## src/rtl/sdram_init_seq_if.sv

```systemverilog
// rtl/sdram_init_seq_if.sv - lock input, SDRAM command pins and init_done of the init sequencer
interface sdram_init_seq_if;
  logic        locked;
  logic        sdram_cke;
  logic [3:0]  sdram_cmd;
  logic [12:0] sdram_addr;
  logic [1:0]  sdram_ba;
  logic        init_done;

  modport master (
    input  locked,
    output sdram_cke, sdram_cmd, sdram_addr, sdram_ba, init_done
  );

  modport slave (
    output locked,
    input  sdram_cke, sdram_cmd, sdram_addr, sdram_ba, init_done
  );
endinterface

```

## src/rtl/sdram_init_seq.sv

```systemverilog
// rtl/sdram_init_seq.sv - SDRAM power-up sequencer: clock wait, precharge-all, refreshes, mode load
// Wait parameters must be >= 1; NUM_REFRESH >= 1.
module sdram_init_seq #(
  parameter int unsigned POWERUP_CYCLES = 30000,
  parameter int unsigned TRP_CYCLES     = 3,
  parameter int unsigned TRFC_CYCLES    = 10,
  parameter int unsigned TMRD_CYCLES    = 2,
  parameter int unsigned NUM_REFRESH    = 8,
  parameter logic [12:0] MODE_REG       = 13'h033
) (
  input  logic             clk,
  input  logic             RESET,
  sdram_init_seq_if.master bus
);
  localparam int DW = $clog2(POWERUP_CYCLES + 1);
  localparam int RW = $clog2(NUM_REFRESH + 1);

  // POWERUP runs one cycle longer than the other waits: it spans the lock-sampling
  // edge to PRECHARGE, which lands POWERUP_CYCLES+1 edges later.
  localparam logic [DW-1:0] PU_LAST   = DW'(POWERUP_CYCLES);
  localparam logic [DW-1:0] TRP_LAST  = DW'(TRP_CYCLES - 1);
  localparam logic [DW-1:0] TRFC_LAST = DW'(TRFC_CYCLES - 1);
  localparam logic [DW-1:0] TMRD_LAST = DW'(TMRD_CYCLES - 1);
  localparam logic [RW-1:0] REF_TOTAL = RW'(NUM_REFRESH);

  localparam logic [3:0] CMD_NOP = 4'b0111;
  localparam logic [3:0] CMD_PRE = 4'b0010;
  localparam logic [3:0] CMD_REF = 4'b0001;
  localparam logic [3:0] CMD_LMR = 4'b0000;

  typedef enum logic [3:0] {
    S_WAIT_LOCK,
    S_POWERUP,
    S_PRECHARGE,
    S_WAIT_TRP,
    S_REFRESH,
    S_WAIT_TRFC,
    S_LOAD_MODE,
    S_WAIT_TMRD,
    S_DONE
  } state_t;

  state_t        state;
  logic [DW-1:0] dcnt;
  logic [RW-1:0] rcnt;
  logic          cke_q;
  logic [3:0]    cmd_q;
  logic [12:0]   addr_q;
  logic [1:0]    ba_q;
  logic          done_q;

  always_ff @(posedge clk) begin
    if (RESET) begin
      state  <= S_WAIT_LOCK;
      dcnt   <= '0;
      rcnt   <= '0;
      cke_q  <= 1'b0;
      cmd_q  <= CMD_NOP;
      addr_q <= '0;
      ba_q   <= '0;
      done_q <= 1'b0;
    end else if (state != S_WAIT_LOCK && !bus.locked) begin
      // Lock loss overrides everything, including a command cycle in flight.
      state  <= S_WAIT_LOCK;
      dcnt   <= '0;
      rcnt   <= '0;
      cke_q  <= 1'b0;
      cmd_q  <= CMD_NOP;
      addr_q <= '0;
      ba_q   <= '0;
      done_q <= 1'b0;
    end else begin
      // Every command lasts one cycle; the bus falls back to an idle NOP by default.
      cmd_q  <= CMD_NOP;
      addr_q <= '0;
      ba_q   <= '0;
      case (state)
        S_WAIT_LOCK: begin
          if (bus.locked) begin
            state <= S_POWERUP;
            cke_q <= 1'b1;
            dcnt  <= '0;
          end
        end
        S_POWERUP: begin
          if (dcnt == PU_LAST) begin
            state  <= S_PRECHARGE;
            dcnt   <= '0;
            cmd_q  <= CMD_PRE;
            addr_q <= 13'h0400;
          end else begin
            dcnt <= dcnt + 1'b1;
          end
        end
        S_PRECHARGE: state <= S_WAIT_TRP;
        S_WAIT_TRP: begin
          if (dcnt == TRP_LAST) begin
            state <= S_REFRESH;
            dcnt  <= '0;
            cmd_q <= CMD_REF;
          end else begin
            dcnt <= dcnt + 1'b1;
          end
        end
        S_REFRESH: begin
          rcnt  <= rcnt + 1'b1;
          state <= S_WAIT_TRFC;
        end
        S_WAIT_TRFC: begin
          if (dcnt == TRFC_LAST) begin
            dcnt <= '0;
            if (rcnt < REF_TOTAL) begin
              state <= S_REFRESH;
              cmd_q <= CMD_REF;
            end else begin
              state  <= S_LOAD_MODE;
              cmd_q  <= CMD_LMR;
              addr_q <= MODE_REG;
            end
          end else begin
            dcnt <= dcnt + 1'b1;
          end
        end
        S_LOAD_MODE: state <= S_WAIT_TMRD;
        S_WAIT_TMRD: begin
          if (dcnt == TMRD_LAST) begin
            state  <= S_DONE;
            dcnt   <= '0;
            done_q <= 1'b1;
          end else begin
            dcnt <= dcnt + 1'b1;
          end
        end
        S_DONE:  done_q <= 1'b1;
        default: state <= S_WAIT_LOCK;
      endcase
    end
  end

  assign bus.sdram_cke  = cke_q;
  assign bus.sdram_cmd  = cmd_q;
  assign bus.sdram_addr = addr_q;
  assign bus.sdram_ba   = ba_q;
  assign bus.init_done  = done_q;
endmodule

```

## src/flat_wrapper.sv

```systemverilog
// flat-port wrapper written by rule: the top's interface ports become plain ports
module sdram_init_seq_flat 
#(
  parameter int unsigned POWERUP_CYCLES = 30000,
  parameter int unsigned TRP_CYCLES     = 3,
  parameter int unsigned TRFC_CYCLES    = 10,
  parameter int unsigned TMRD_CYCLES    = 2,
  parameter int unsigned NUM_REFRESH    = 8,
  parameter logic [12:0] MODE_REG       = 13'h033
)
  (clk, RESET, bus_locked, bus_sdram_cke, bus_sdram_cmd, bus_sdram_addr, bus_sdram_ba, bus_init_done);
  sdram_init_seq_if bus_i ();
  input  logic clk;
  input  logic RESET;
  input wire logic [$bits(bus_i.locked)-1:0] bus_locked;
  output wire logic [$bits(bus_i.sdram_cke)-1:0] bus_sdram_cke;
  output wire logic [$bits(bus_i.sdram_cmd)-1:0] bus_sdram_cmd;
  output wire logic [$bits(bus_i.sdram_addr)-1:0] bus_sdram_addr;
  output wire logic [$bits(bus_i.sdram_ba)-1:0] bus_sdram_ba;
  output wire logic [$bits(bus_i.init_done)-1:0] bus_init_done;
  assign bus_i.locked = bus_locked;
  assign bus_sdram_cke = bus_i.sdram_cke;
  assign bus_sdram_cmd = bus_i.sdram_cmd;
  assign bus_sdram_addr = bus_i.sdram_addr;
  assign bus_sdram_ba = bus_i.sdram_ba;
  assign bus_init_done = bus_i.init_done;
  sdram_init_seq #(.POWERUP_CYCLES(POWERUP_CYCLES), .TRP_CYCLES(TRP_CYCLES), .TRFC_CYCLES(TRFC_CYCLES), .TMRD_CYCLES(TMRD_CYCLES), .NUM_REFRESH(NUM_REFRESH), .MODE_REG(MODE_REG)) u_core (.clk(clk), .RESET(RESET), .bus(bus_i));
endmodule
```

## config.mk

```make
export PLATFORM = sky130hd
export DESIGN_NAME = sdram_init_seq_flat
export DESIGN_NICKNAME = d
export VERILOG_FILES = /design/src/rtl/sdram_init_seq_if.sv /design/src/rtl/sdram_init_seq.sv /design/src/flat_wrapper.sv
export SDC_FILE = /design/constraint.sdc
export NUM_CORES = 1
export LEC_CHECK = 0
export BUFFER_PORTS_ARGS = -buffer_cell sky130_fd_sc_hd__buf_2
export CAP_MARGIN = 20
export CORE_MARGIN = 4
export CORE_UTILIZATION = 40
export CTS_CLUSTER_DIAMETER = 120
export DETAILED_ROUTE_END_ITERATION = 6
export PLACE_DENSITY = 0.71
export SETUP_SLACK_MARGIN = 0.15
export SLEW_MARGIN = 5
export SYNTH_ARGS = -nofsm -noshare
export SYNTH_HDL_FRONTEND = slang
export SYNTH_SLANG_ARGS = --single-unit
```

## constraint.sdc

```tcl
create_clock -name clk -period 3 [get_ports clk]
set_input_delay 0.6 -clock clk [delete_from_list [all_inputs] [get_ports clk]]
set_output_delay 0.6 -clock clk [all_outputs]
set_load 0.05 [all_outputs]
```

# Yosys cells after proc, flatten, opt, wreduce, memory -nomap -nowiden
# Index checks and enable logic that the tools add are counted.
[totals]
ff_bits = 42
output_inout_bits = 21
elab_cells = 63
[op_classes]
n_addsub = 2
n_lt_le_gt_ge = 1
n_eq_ne = 17
muxes = 24
bitwise_logic = 1
reduce_logical = 11
[op_table]
columns = ["operator", "n"]
rows = [
  ["$mux 15", 5],
  ["$pmux 15 s5", 1],
  ["$pmux 4 s9", 1],
  ["$pmux 13 s2", 1],
  ["$mux 4", 6],
  ["$eq 4x3->1 const B", 4],
  ["$add 15x1->15 const B", 1],
  ["$eq 15x1->1 const B", 1],
  ["$eq 15x15->1 const B", 1],
  ["$eq 15x2->1 const B", 1],
  ["$eq 15x4->1 const B", 1],
  ["$mux 13", 1],
  ["$pmux 4 s3", 1],
  ["$mux 11", 1],
  ["$eq 4x2->1 const B", 2],
  ["$ne 2x1->1 const B", 4],
  ["$mux 3", 2],
  ["$mux 6", 1],
  ["$reduce_and 2->1", 3],
  ["$reduce_and 6->1", 1],
  ["$reduce_bool 5->1", 1],
  ["$add 4x1->4 const B", 1],
  ["$eq 4x1->1 const B", 1],
  ["$eq 4x4->1 const B", 1],
  ["other kinds (12)", 13],
]

# Depth between registers and ports, before layout
# Gate-level depths: netlist of the first run.
[logic_depth]
depth_word = 4
ltp_mapped = 8
depth_no_buf = 7

# Worst setup path before layout of the first run
# No wires, ideal clock.
[synth_path]
kind = "flip-flop to flip-flop"
start = "register u_core.dcnt[0]"
end = "register u_core.state[2]"
setup_time_ps = 127
t_arrival_ps = 1743
required_ps = 2873
path_slack_ps = 1130
stages_incl_launch_ff = 9
path_buffers = 1
synth_period_minus_slack_ps = 1870
cell_sequence = "dfxtp_1 > inv_1 > ha_1 > nand4_1 > nor3_1 > a31oi_1 > buf_2 > nor4_1 > or3b_1"
[synth_between]
elab_chain_len = 3
[synth_rtl]
columns = ["item", "line", "source"]
rows = [
  ["from (decl)", "sdram_init_seq.sv:44", "logic [DW-1:0] dcnt;"],
  ["from (signal assigned)", "sdram_init_seq.sv:92", "dcnt <= dcnt + 1'b1;"],
  ["from (signal assigned)", "sdram_init_seq.sv:102", "dcnt <= dcnt + 1'b1;"],
  ["from (signal assigned)", "sdram_init_seq.sv:121", "dcnt <= dcnt + 1'b1;"],
  ["$eq 15x1->1, or another cell as far along", "sdram_init_seq.sv:126", "if (dcnt == TMRD_LAST) begin"],
  ["$ne 2x1->1 (no source line)", "n/a", ""],
  ["$reduce_and 6->1 (no source line) (*)", "n/a", ""],
  ["to (signal assigned)", "sdram_init_seq.sv:124", "S_LOAD_MODE: state <= S_WAIT_TMRD;"],
  ["to (signal assigned)", "sdram_init_seq.sv:127", "state <= S_DONE;"],
  ["to (signal assigned)", "sdram_init_seq.sv:135", "default: state <= S_WAIT_LOCK;"],
  ["to (decl)", "sdram_init_seq.sv:43", "state_t state;"],
]
# Mark *: on every way between the ends. The rest lies on a longest branch, timed or not.
# A chain may end at the register's enable or synchronous reset.

# Worst setup path after layout of the first run
[layout_path]
start = "register u_core.dcnt[0]"
end = "register u_core.dcnt[14]"
[layout_between]
elab_chain_len = 3
[layout_rtl]
columns = ["item", "line", "source"]
rows = [
  ["$add 15x1->15, or another cell as far along", "n/a", ""],
  ["$mux 15, on equally long branches", "n/a", ""],
  ["$pmux 15 s5 (*)", "sdram_init_seq.sv:77", "case (state)"],
]
# Marked as above.

==> impl_results.md, run 1 <==
* Initial antenna violation count at 0
* Setup ws final at 0.675 ns
* YS warnings at 0
* Ports at 24
* Register area share after synthesis at around a third
* Drt total wl at 3510 um
* Register area at approximately 600 um^2
* Slew Limit Headroom at 47.0%
* R2r endpoint: u_core.dcnt[14]
* Setup TNS Final at 0 ns
* Class of the worst hold path: reg2reg
* GRT Total Usage at 13.3%
* CTS tree: built
* Max-cap viol count at 0
* Post-layout nets at 221
* Placed Instances at 257
* RSZ-0062 raised after global routing: false
* Fin. max-slew vios at 0
* Worst-Skew Late Latency at ~0.28 ns
* Root Driver: clkbuf_8
* #FFs+latches synth at 30
* Yosys top cell area share at between 30 and 40%
* Critical path startpoint category: flip-flop
* Post-synth EDFFs at 0
* GPL Wtd Cong at 0.830
* Max clock buf depth at 2
* Initial DRC Count at 69
* CP Capture Type: flip-flop
* IO Port Bufs at 12
* Number of setup buffers added after CTS at 0
* Main synth FF type: dfxtp_1
* Die Width at 74.7 um
* Post-CTS Resized at 0
* Post-Route Skew at approximately 0.0053 ns
* Final setup viols at 0
* Unique masters post-synth at 51
* Fin. Hold Viols at 0
* Largest net degree at the start of global routing at 15
* Residual DRC at 0
* Fmax at 0.430 GHz
* Total number of vias at 1450
* # clock sinks at 30
* Area occupied by multi-input gates at 1040 um^2
* Worst-path fanout max at 9
* Post-route core utilization at 44.0%
* Layout cells sized above 1 at between 15 and 20%
* Dpl ws at 0.604 ns
* Fin crit period at 2.32 ns
* Final HPWL DP at 2590 um
* CTS Hold Bufs at 0
* Die Area at 5590 um^2
* Fillers at 441
* Row count at 24
* Post-synthesis average cell area at between 8 and 9 um^2
* Worst hold path startpoint: u_core.bus.init_done
* Status: finished clean
* R2r worst-path depth at 8
* LEAKAGE at 0.000667 uW
* Die H at 74.7 um
* Final Total Pwr at roughly 1300 uW
* Flop2flop setup slack at 0.68 ns
* Pre-antenna DRT Iters at 4
* Starting Density at 41.2%
* Post-Synthesis Cells at around 210
* Fraction of synthesis flops using an asynchronous set or reset pin at 0%
* IR drop worst, VDD at 0.207 mV
* Antenna viol nets, final at 0
* CP Class: reg2reg
* FF-to-FF Start: u_core.dcnt[0]
* Commonest non-fill, non-tap cell in the layout: dfxtp_1
* Hold Path End: u_core.bus.init_done
* Finished Layout Cells at 266
* Slew @ Worst Pin at 0.793 ns
* Vias per cell at 5.45
* Mapped Area at about 1800 um^2
* Synth top area cells: dfxtp_1, buf_4, nor2_1
* Ant. Diodes at 0
* Core footprint at 4320 um^2
* Num CTS Buffers at 5
* H-tree depth at 2
* Power per Cell Area at between 600 and 700 nW/um^2
* Arrival time of the worst setup path at 2.47 ns
* Final period utilization at 77.5%
* Clock-pin slew on the worst setup and hold paths at 0.06 ns
* Hold Crit Depth at 2
* Wirelength per Cell at between 10 and 15 um
* Vias in the first global route at between 1000 and 1500
* Commonest cells after routing, fill and taps aside: dfxtp_1, nor2_1, nand2_1, buf_2, conb_1
* CP required at 3.15 ns
* Cell accounting for the most synthesized area: dfxtp_1
* Layout area overhead at 6.74%
* Total grt overflow at 0
* First-pass GRT wire length at 5650 um
kinds of logic (layout without fill, tap and decap cells):
kind of cell,count (synthesis),after routing,synth area share (%)
and+or+nand+nor,88,88,27.0
AOI/OAI and AO/OA,38,38,18.8
DFF,30,30,33.7
buffers and inverters,29,28,9.83
xor gates and xnor gates,13,13,6.39
adders and majority gates,5,5,3.51
other,1,11,0.210
muxes,1,1,0.562
power breakdown:
part / switching, uW / internal [uW] / total [uW]
registers: 57.1 / 432 / 490
logic: 304 / 134 / 438
clock network: 151 / 184 / 335
total: 512 / 750 / 1260
metal layers:
layer / GRT usage [%] / part of all wire, % / vias to the layer above
li1: - / - / 737
met1: 17.0 / 46 / 675
met2: 20.8 / 47 / 34
met3: 4.01 / 5.4 / 4
met4: 5.93 / 1.7 / 0
met5: 0 / 0 / -
registers in the layout (all words and copies together) (netlist names):
signal / flops
u_core.bus.sdram_addr: 2
u_core.dcnt: 15
u_core.rcnt: 4
u_core.bus.sdram_cke: 1
u_core.bus.init_done: 1
u_core.bus.sdram_cmd: 3
u_core.state: 4
Yosys cell counts, drive strengths merged, types with 2 or more instances:
library cell	n
nor4	8
buf	20
dfxtp	30
o32ai	4
o31a	2
nand2b	2
a31oi	2
o21ba	2
clkbuf	3
inv	6
a21oi	10
nor3	9
and4	2
ha	5
o21ai	3
and3	3
a2111oi	2
nor2	22
xor2	9
o21a	2
o211ai	2
nor3b	2
nand3	5
nand4	8
nand2	19
a211oi	2
xnor2	4
o21bai	2
or4	2
o31ai	2
per-stage QoR:
stage | cell area (um^2) | hold slack (ns)
floorplan | 1820 | 0.471
global placement | 1800 | 0.433
detailed placement | 1800 | 0.445
CTS | 1890 | 0.454
global route | 1900 | 0.475
finish | 1900 | 0.455
how the worst max path moves through the flow:
stage                                  to  slack [ns]  cells after the start           start
after detailed placement  u_core.dcnt[14]        0.60                      7  u_core.dcnt[0]
after global routing       u_core.dcnt[9]        0.42                      8  u_core.dcnt[0]
after global placement     u_core.dcnt[3]        0.65                      7  u_core.dcnt[0]
final                     u_core.dcnt[14]        0.68                      8  u_core.dcnt[0]
after CTS                 u_core.dcnt[14]        0.60                      7  u_core.dcnt[0]
after floorplan           u_core.state[2]        1.13                      8  u_core.dcnt[0]
worst max-delay path, stage by stage, from the launching register on:
cell     delay, ns
dfxtp_1       0.36
inv_1         0.14
ha_1          0.18
nand4_1       0.09
nor3_1        0.30
a31oi_1       0.23
buf_4         0.24
o41ai_4       0.53
nor2_1        0.11
area by class of cell:
type	count	share of cell area [%]
Tap cell	52	3.42
Timing Repair Buffer	14	3.95
Multi-Input combinational cell	156	54.9
Inverter	6	1.18
Sequential cell	30	31.6
Clock buffer	6	4.34
Clock inverter	2	0.658
(Power assumes the default switching activity.)
==> run 2: changes to the inputs <==
Clock period 3 ns to 2.4 ns, I/O delays scaled along.
==> run 2 against run 1 <==
  * Design area grew 3.3%
  * Die area is the same
  * Maximum frequency grew 11%
  * Worst hold slack lost 0.099 ns
  * Combinational power grew 30%
  * First-iteration DRC count grew 51%
  * Global-route usage grew 0.46 points
==> impl_results.md, run 2 (same netlist as run 1, synthesis figures left out) <==
* Num CTS Buffers at 5 (unchanged)
* Worst-Skew Late Latency at 0.29 ns (about the same)
* Antenna viol nets, final at 0 (unchanged)
* Initial DRC Count at 104 (+51%)
* Ant. Diodes at 0 (unchanged)
* Fmax at 0.476 GHz (+11%)
* CP required at 2.58 ns (-0.57 ns)
* Total grt overflow at 0 (unchanged)
* GRT busiest layer: met2
* Commonest non-fill, non-tap cell in the layout: dfxtp_1
* Max clock buf depth at 2 (unchanged)
* Grt met1 use at 17.3% (+0.38 points)
* CP Capture Type: flip-flop
* Initial antenna violation count at 0 (unchanged)
* GRT Total Usage at 13.8% (+0.46 points)
* CP Class: reg2reg
* Starting Density at 41.2% (unchanged)
* M2 GR Usage at 20.6% (-0.20 points)
* Pre-antenna DRT Iters at 4 (unchanged)
* Clock-pin slew on the worst setup and hold paths at 0.07 ns (about the same)
* Commonest cells after routing, fill and taps aside: dfxtp_1, nor2_1, nand2_1, buf_2, conb_1
* Slew @ Worst Pin at 0.835 ns (+0.0419 ns)
* Die Width at 74.7 um (unchanged)
* Post-CTS Resized at 0 (unchanged)
* Final setup viols at 0 (unchanged)
* RSZ-0062 raised after global routing: false
* CTS Hold Bufs at 0 (unchanged)
* Core footprint at 4320 um^2 (unchanged)
* Layout area overhead at 10.3%
* Flop2flop setup slack at 0.30 ns (-0.38 ns)
* Layout cells sized above 1 at 17.6% (+0.77 points)
* Max-cap viol count at 0 (unchanged)
* Total number of vias at 1468 (+1.2%)
* Fin. Hold Viols at 0 (unchanged)
* Vias per cell at 5.48 (+0.49%)
* Number of setup buffers added after CTS at 0 (unchanged)
* Final Total Pwr at 1820 uW (+45%)
* Worst-path fanout max at 7 (-2)
* Setup TNS Final at 0 ns (unchanged)
* Largest net degree at the start of global routing at 15 (unchanged)
* Status: finished clean
* LEAKAGE at 0.000701 uW (+5.1%)
* Largest Register: u_core.dcnt
* H-tree depth at 2 (unchanged)
* Wirelength per Cell at 13.4 um (+1.3%)
* Vias in the first global route at 1222 (-0.41%)
* First-pass GRT wire length at 5730 um (+1.3%)
* Ports at 24 (unchanged)
* Critical path startpoint category: flip-flop
* Largest register FFs at 15 (unchanged)
* IO Port Bufs at 12 (unchanged)
* # clock sinks at 30 (unchanged)
* Class of the worst hold path: in2reg
* Final HPWL DP at 2560 um (-1.1%)
* Met3 Use GR at 5.74% (+1.7 points)
* Die Area at 5590 um^2 (unchanged)
* Drt total wl at 3580 um (+2.1%)
* Post-Route Skew at 0.00778 ns (+0.00253 ns)
* Largest regs: u_core.dcnt x15, u_core.rcnt x4, u_core.state x4
* Power per Cell Area at 929 nW/um^2 (+40%)
* Fin. max-slew vios at 0 (unchanged)
* Post-layout nets at 223 (+0.90%)
* Row count at 24 (unchanged)
* Fin crit period at 2.10 ns (-0.223 ns)
* Arrival time of the worst setup path at 2.28 ns (-0.19 ns)
* Slew Limit Headroom at 44.2% (-2.8 points)
* CTS tree: built
* Residual DRC at 0 (unchanged)
* Die H at 74.7 um (unchanged)
* GPL Wtd Cong at 0.816 (-1.8%)
* IR drop worst, VDD at 0.277 mV (+34%)
* Final period utilization at 87.6% (+10 points)
* Root Driver: clkbuf_8
-- run 2: cell types whose count changed in the layout (fill, tap and decap cells not counted) --
| cell | before | now |
|---|---|---|
| clkinv_2 | 1 | 0 |
| bufinv_16 | 0 | 2 |
| buf_4 | 2 | 4 |
| clkinvlp_4 | 1 | 0 |
-- run 2: metal layers --
layer  routed length [um]  share of wire [%]
met1                 1690                 47
met2                 1650                 46
met3                  167                4.7
met4                   66                1.8
met5                    0                  0
-- run 2: worst paths after layout --
check	from	end	cells past startpoint
hold reg to reg	u_core.bus.init_done	u_core.bus.init_done	2
setup reg to reg	u_core.dcnt[0]	u_core.state[2]	8
hold / removal	RESET	u_core.bus.sdram_cke	2
setup / recovery	u_core.dcnt[0]	u_core.state[2]	8
-- run 2: report_power, final --
| part | internal [uW] | switching, uW | leakage [uW] | total (uW) |
|---|---|---|---|---|
| registers | 540 | 71.3 | 0.000243 | 612 |
| clock network | 443 | 199 | 0.0000714 | 642 |
| logic | 185 | 387 | 0.000387 | 571 |
| total | 1170 | 657 | 0.000701 | 1820 |
-- run 2: area by class of cell --
class,instances,area [um^2]
timing repair buffer,16,90.1
multi-input combinational,156,1040
clock inverter,2,60.1
inverter,6,22.5
tap,52,65.1
sequential,30,601
fill,422,2360
clock buffer,6,82.6
-- run 2: worst max-delay path, stage by stage (launching register included) --
cell and delay [ns]:
dfxtp_1 0.34, inv_1 0.12, ha_1 0.16, nand4_1 0.09, nor3_1 0.32, a31oi_1 0.16
buf_4 0.20, o311ai_1 0.24, or3b_1 0.36
-- run 2: per-stage QoR --
stage / instance area [um^2] / hold WS (ns) / setup slack [ns] / std cells / util, %
after detailed placement: 1820 / 0.435 / 0.340 / 260 / 42.1
after global routing: 1960 / 0.359 / 0.159 / 268 / 45.4
after CTS: 1960 / 0.355 / 0.330 / 268 / 45.4
final: 1960 / 0.356 / 0.298 / 268 / 45.4
after global placement: 1820 / 0.432 / 0.375 / 260 / 42.1
after floorplan: 1820 / 0.471 / 0.530 / 215 / -
==> run 3: changes to the inputs <==
Settings changed: ABC_AREA set to 1.
==> run 3 against run 2 <==
  * Sequential power down 3%
  * Clock skew down 0.00051 ns
  * Core utilization down 0.27 points
  * First-iteration DRC count up 26%
  * Critical endpoint is now u_core.dcnt[3]
  * Worst hold slack better by 0.096 ns
  * Global-route usage up 0.39 points
  * Routed wire length up 4.9%
  * Critical path type unchanged
==> impl_results.md, run 3 <==
* Commonest non-fill, non-tap cell in the layout: nand2_1
* Mapped Area at 1880 um^2 (+5.5%)
* CTS tree: built
* Gate power share at 41.6% (+10 points)
* Status: finished clean
* Largest register FFs at 15 (unchanged)
* Number of setup buffers added after CTS at 0 (unchanged)
* Final HPWL DP at 2870 um (+12%)
* CTS Hold Bufs at 0 (unchanged)
* # clock sinks at 30 (unchanged)
* Fraction of synthesis flops using an asynchronous set or reset pin at 0% (unchanged)
* Initial DRC Count at 131 (+26%)
* Pre-antenna DRT Iters at 4 (unchanged)
* Arrival time of the worst setup path at 1.84 ns (-0.44 ns)
* Die Width at 76.6 um (+2.4%)
* Worst-Skew Late Latency at 0.28 ns (about the same)
* Final period utilization at 67.5% (-20 points)
* Yosys top cell area share at 31.9% (-1.8 points)
* Synth top area cells: dfxtp_1, nand2_1, nor2_1
* Count leader, synth: nand2_1
* Cell accounting for the most synthesized area: dfxtp_1
* Post-synthesis average cell area at 6.86 um^2 (-21%)
* Power per Cell Area at 862 nW/um^2 (-7.2%)
* Core footprint at 4440 um^2 (+2.8%)
* Setup TNS Final at 0 ns (unchanged)
* Num CTS Buffers at 5 (unchanged)
* IR drop worst, VDD at 0.263 mV (-5.1%)
* Fmax at 0.617 GHz (+30%)
* H-tree depth at 2 (unchanged)
* Row count at 24 (unchanged)
* Seq pwr share at 34.3% (+0.8 points)
* Critical path startpoint category: flip-flop
* Fin. Hold Viols at 0 (unchanged)
* Sw Pwr at 756 uW (+15%)
* Placed Instances at 332 (+28%)
* Register area share after synthesis at 31.9% (-1.8 points)
* Vias in the first global route at 1571 (+29%)
* Die H at 76.6 um (+2.4%)
* Total number of vias at 1643 (+12%)
* Final Total Pwr at 1730 uW (-5.2%)
* CP required at 2.62 ns (+0.04 ns)
* YS warnings at 0 (unchanged)
* Hold_ws at 0.452 ns (+0.0965 ns)
* Vias per cell at 4.83 (-12%)
* Largest net degree at the start of global routing at 14 (-1)
* #FFs+latches synth at 30 (unchanged)
* Max-cap viol count at 0 (unchanged)
* Die Area at 5860 um^2 (+4.9%)
* Post-synth top cells: nand2_1, nor2_1, inv_1, dfxtp_1, nand3_1
* Clock group share of total power at 24.2% (-11 points)
* Class of the worst hold path: reg2reg
* GRT Total Usage at 14.2% (+0.39 points)
* First-pass GRT wire length at 6840 um (+19%)
* Post-synth EDFFs at 0 (unchanged)
* Fin crit period at 1.62 ns (-0.482 ns)
* Root Driver: clkbuf_8
* Largest regs: u_core.dcnt x15, u_core.rcnt x4, u_core.state x4
* Finished Layout Cells at 340 (+27%)
* GPL Wtd Cong at 0.859 (+5.3%)
* Layout cells sized above 1 at 20.5% (+2.9 points)
* Post-Synthesis Cells at 274 (+34%)
* Layout area overhead at 6.72%
* Wirelength per Cell at 11.0 um (-17%)
* Ant. Diodes at 0 (unchanged)
* Antenna viol nets, final at 0 (unchanged)
* LEAKAGE at 0.000900 uW (+28%)
* CP Class: reg2reg
* Switch share at 43.7% (+7.7 points)
* IO Port Bufs at 12 (unchanged)
* Largest Register: u_core.dcnt
* Fin. max-slew vios at 0 (unchanged)
* Post-layout nets at 295 (+32%)
* Ports at 24 (unchanged)
* Commonest cells after routing, fill and taps aside: nand2_1, nor2_1, inv_1, dfxtp_1, nand3_1
* Drt total wl at 3760 um (+4.9%)
* Fillers at 450 (+6.6%)
* Initial antenna violation count at 0 (unchanged)
* Unique masters post-synth at 34 (-33%)
* Clock-pin slew on the worst setup and hold paths at 0.07 ns (about the same)
* Max clock buf depth at 2 (unchanged)
* Main synth FF type: dfxtp_1
* CP Capture Type: flip-flop
* Post-Route Skew at 0.00727 ns (-0.000512 ns)
* Internal power at 974 uW (-17%)
* Total grt overflow at 0 (unchanged)
* Final setup viols at 0 (unchanged)
* Post-CTS Resized at 0 (unchanged)
* RSZ-0062 raised after global routing: false
* Starting Density at 42.3% (+1.1 points)
* Worst-path fanout max at 12 (+5)
* Residual DRC at 0 (unchanged)
==> run 3: layout make-up <==
cell class	instances	area [um^2]	area share, %
flip-flops and latches	30	601	29.9
inverters	38	143	7.11
clock buffers	7	86.3	4.30
repair buffers	13	67.6	3.37
clock inverters	1	5.00	0.249
multi-input cells	199	1040	51.8
well taps	52	65.1	3.24
==> run 3: path summary, 6_finish.rpt <==
| kind | slack (ns) | cells after the start | startpoint | endpoint |
|---|---|---|---|---|
| setup / recovery | 0.78 | 10 | u_core.state[2] | u_core.dcnt[3] |
| hold / removal | 0.45 | 2 | u_core.bus.sdram_cke | u_core.bus.sdram_cke |
| setup reg to reg | 0.78 | 10 | u_core.state[2] | u_core.dcnt[3] |
| hold reg to reg | 0.45 | 2 | u_core.bus.sdram_cke | u_core.bus.sdram_cke |
==> run 3: critical path: stages (launching register included) <==
cell and delay (ns):
dfxtp_1 0.35, inv_2 0.11, nand2_2 0.09, nor2_4 0.13, nand2_2 0.07, nand2_2 0.24
inv_2 0.17, o21ai_1 0.15, nand2_1 0.06, nand3b_1 0.14, inv_1 0.05
==> run 3: logic make-up after synthesis <==
logic type	share of synthesized area (%)
AOI/OAI and AO/OA	7.39
other	0.199
xor gates and xnor gates	2.33
adders and majority gates	3.33
DFF	31.9
and+or+nand+nor	40.1
buffers and inverters	14.8
==> run 3: power groups by stage <==
stage	logic [uW]	registers, uW	clock network, uW
2_1_floorplan	552	674	0
5_1_grt	806	602	454
4_1_cts	722	593	429
3_5_place_dp	718	605	0
3_3_place_gp	717	602	0
6_report	719	593	418
==> run 3: per-layer routing <==
metal	vias up	part of all wire, %	GRT usage, %	wire (um)
li1	864	-	-	-
met1	729	47	17.7	1750
met2	44	46	22.8	1720
met3	6	5.2	3.78	197
met4	0	2.3	6.16	85
met5	-	0	0	0
==> run 3: metrics by stage <==
stage                     instance area, um^2  setup slack (ns)  util (%)
after floorplan                          1920             0.986         -
after global placement                   1920             0.810      43.1
after detailed placement                 1920             0.807      43.1
after CTS                                2010             0.779      45.2
after global routing                     2010             0.618      45.2
final                                    2010             0.780      45.2
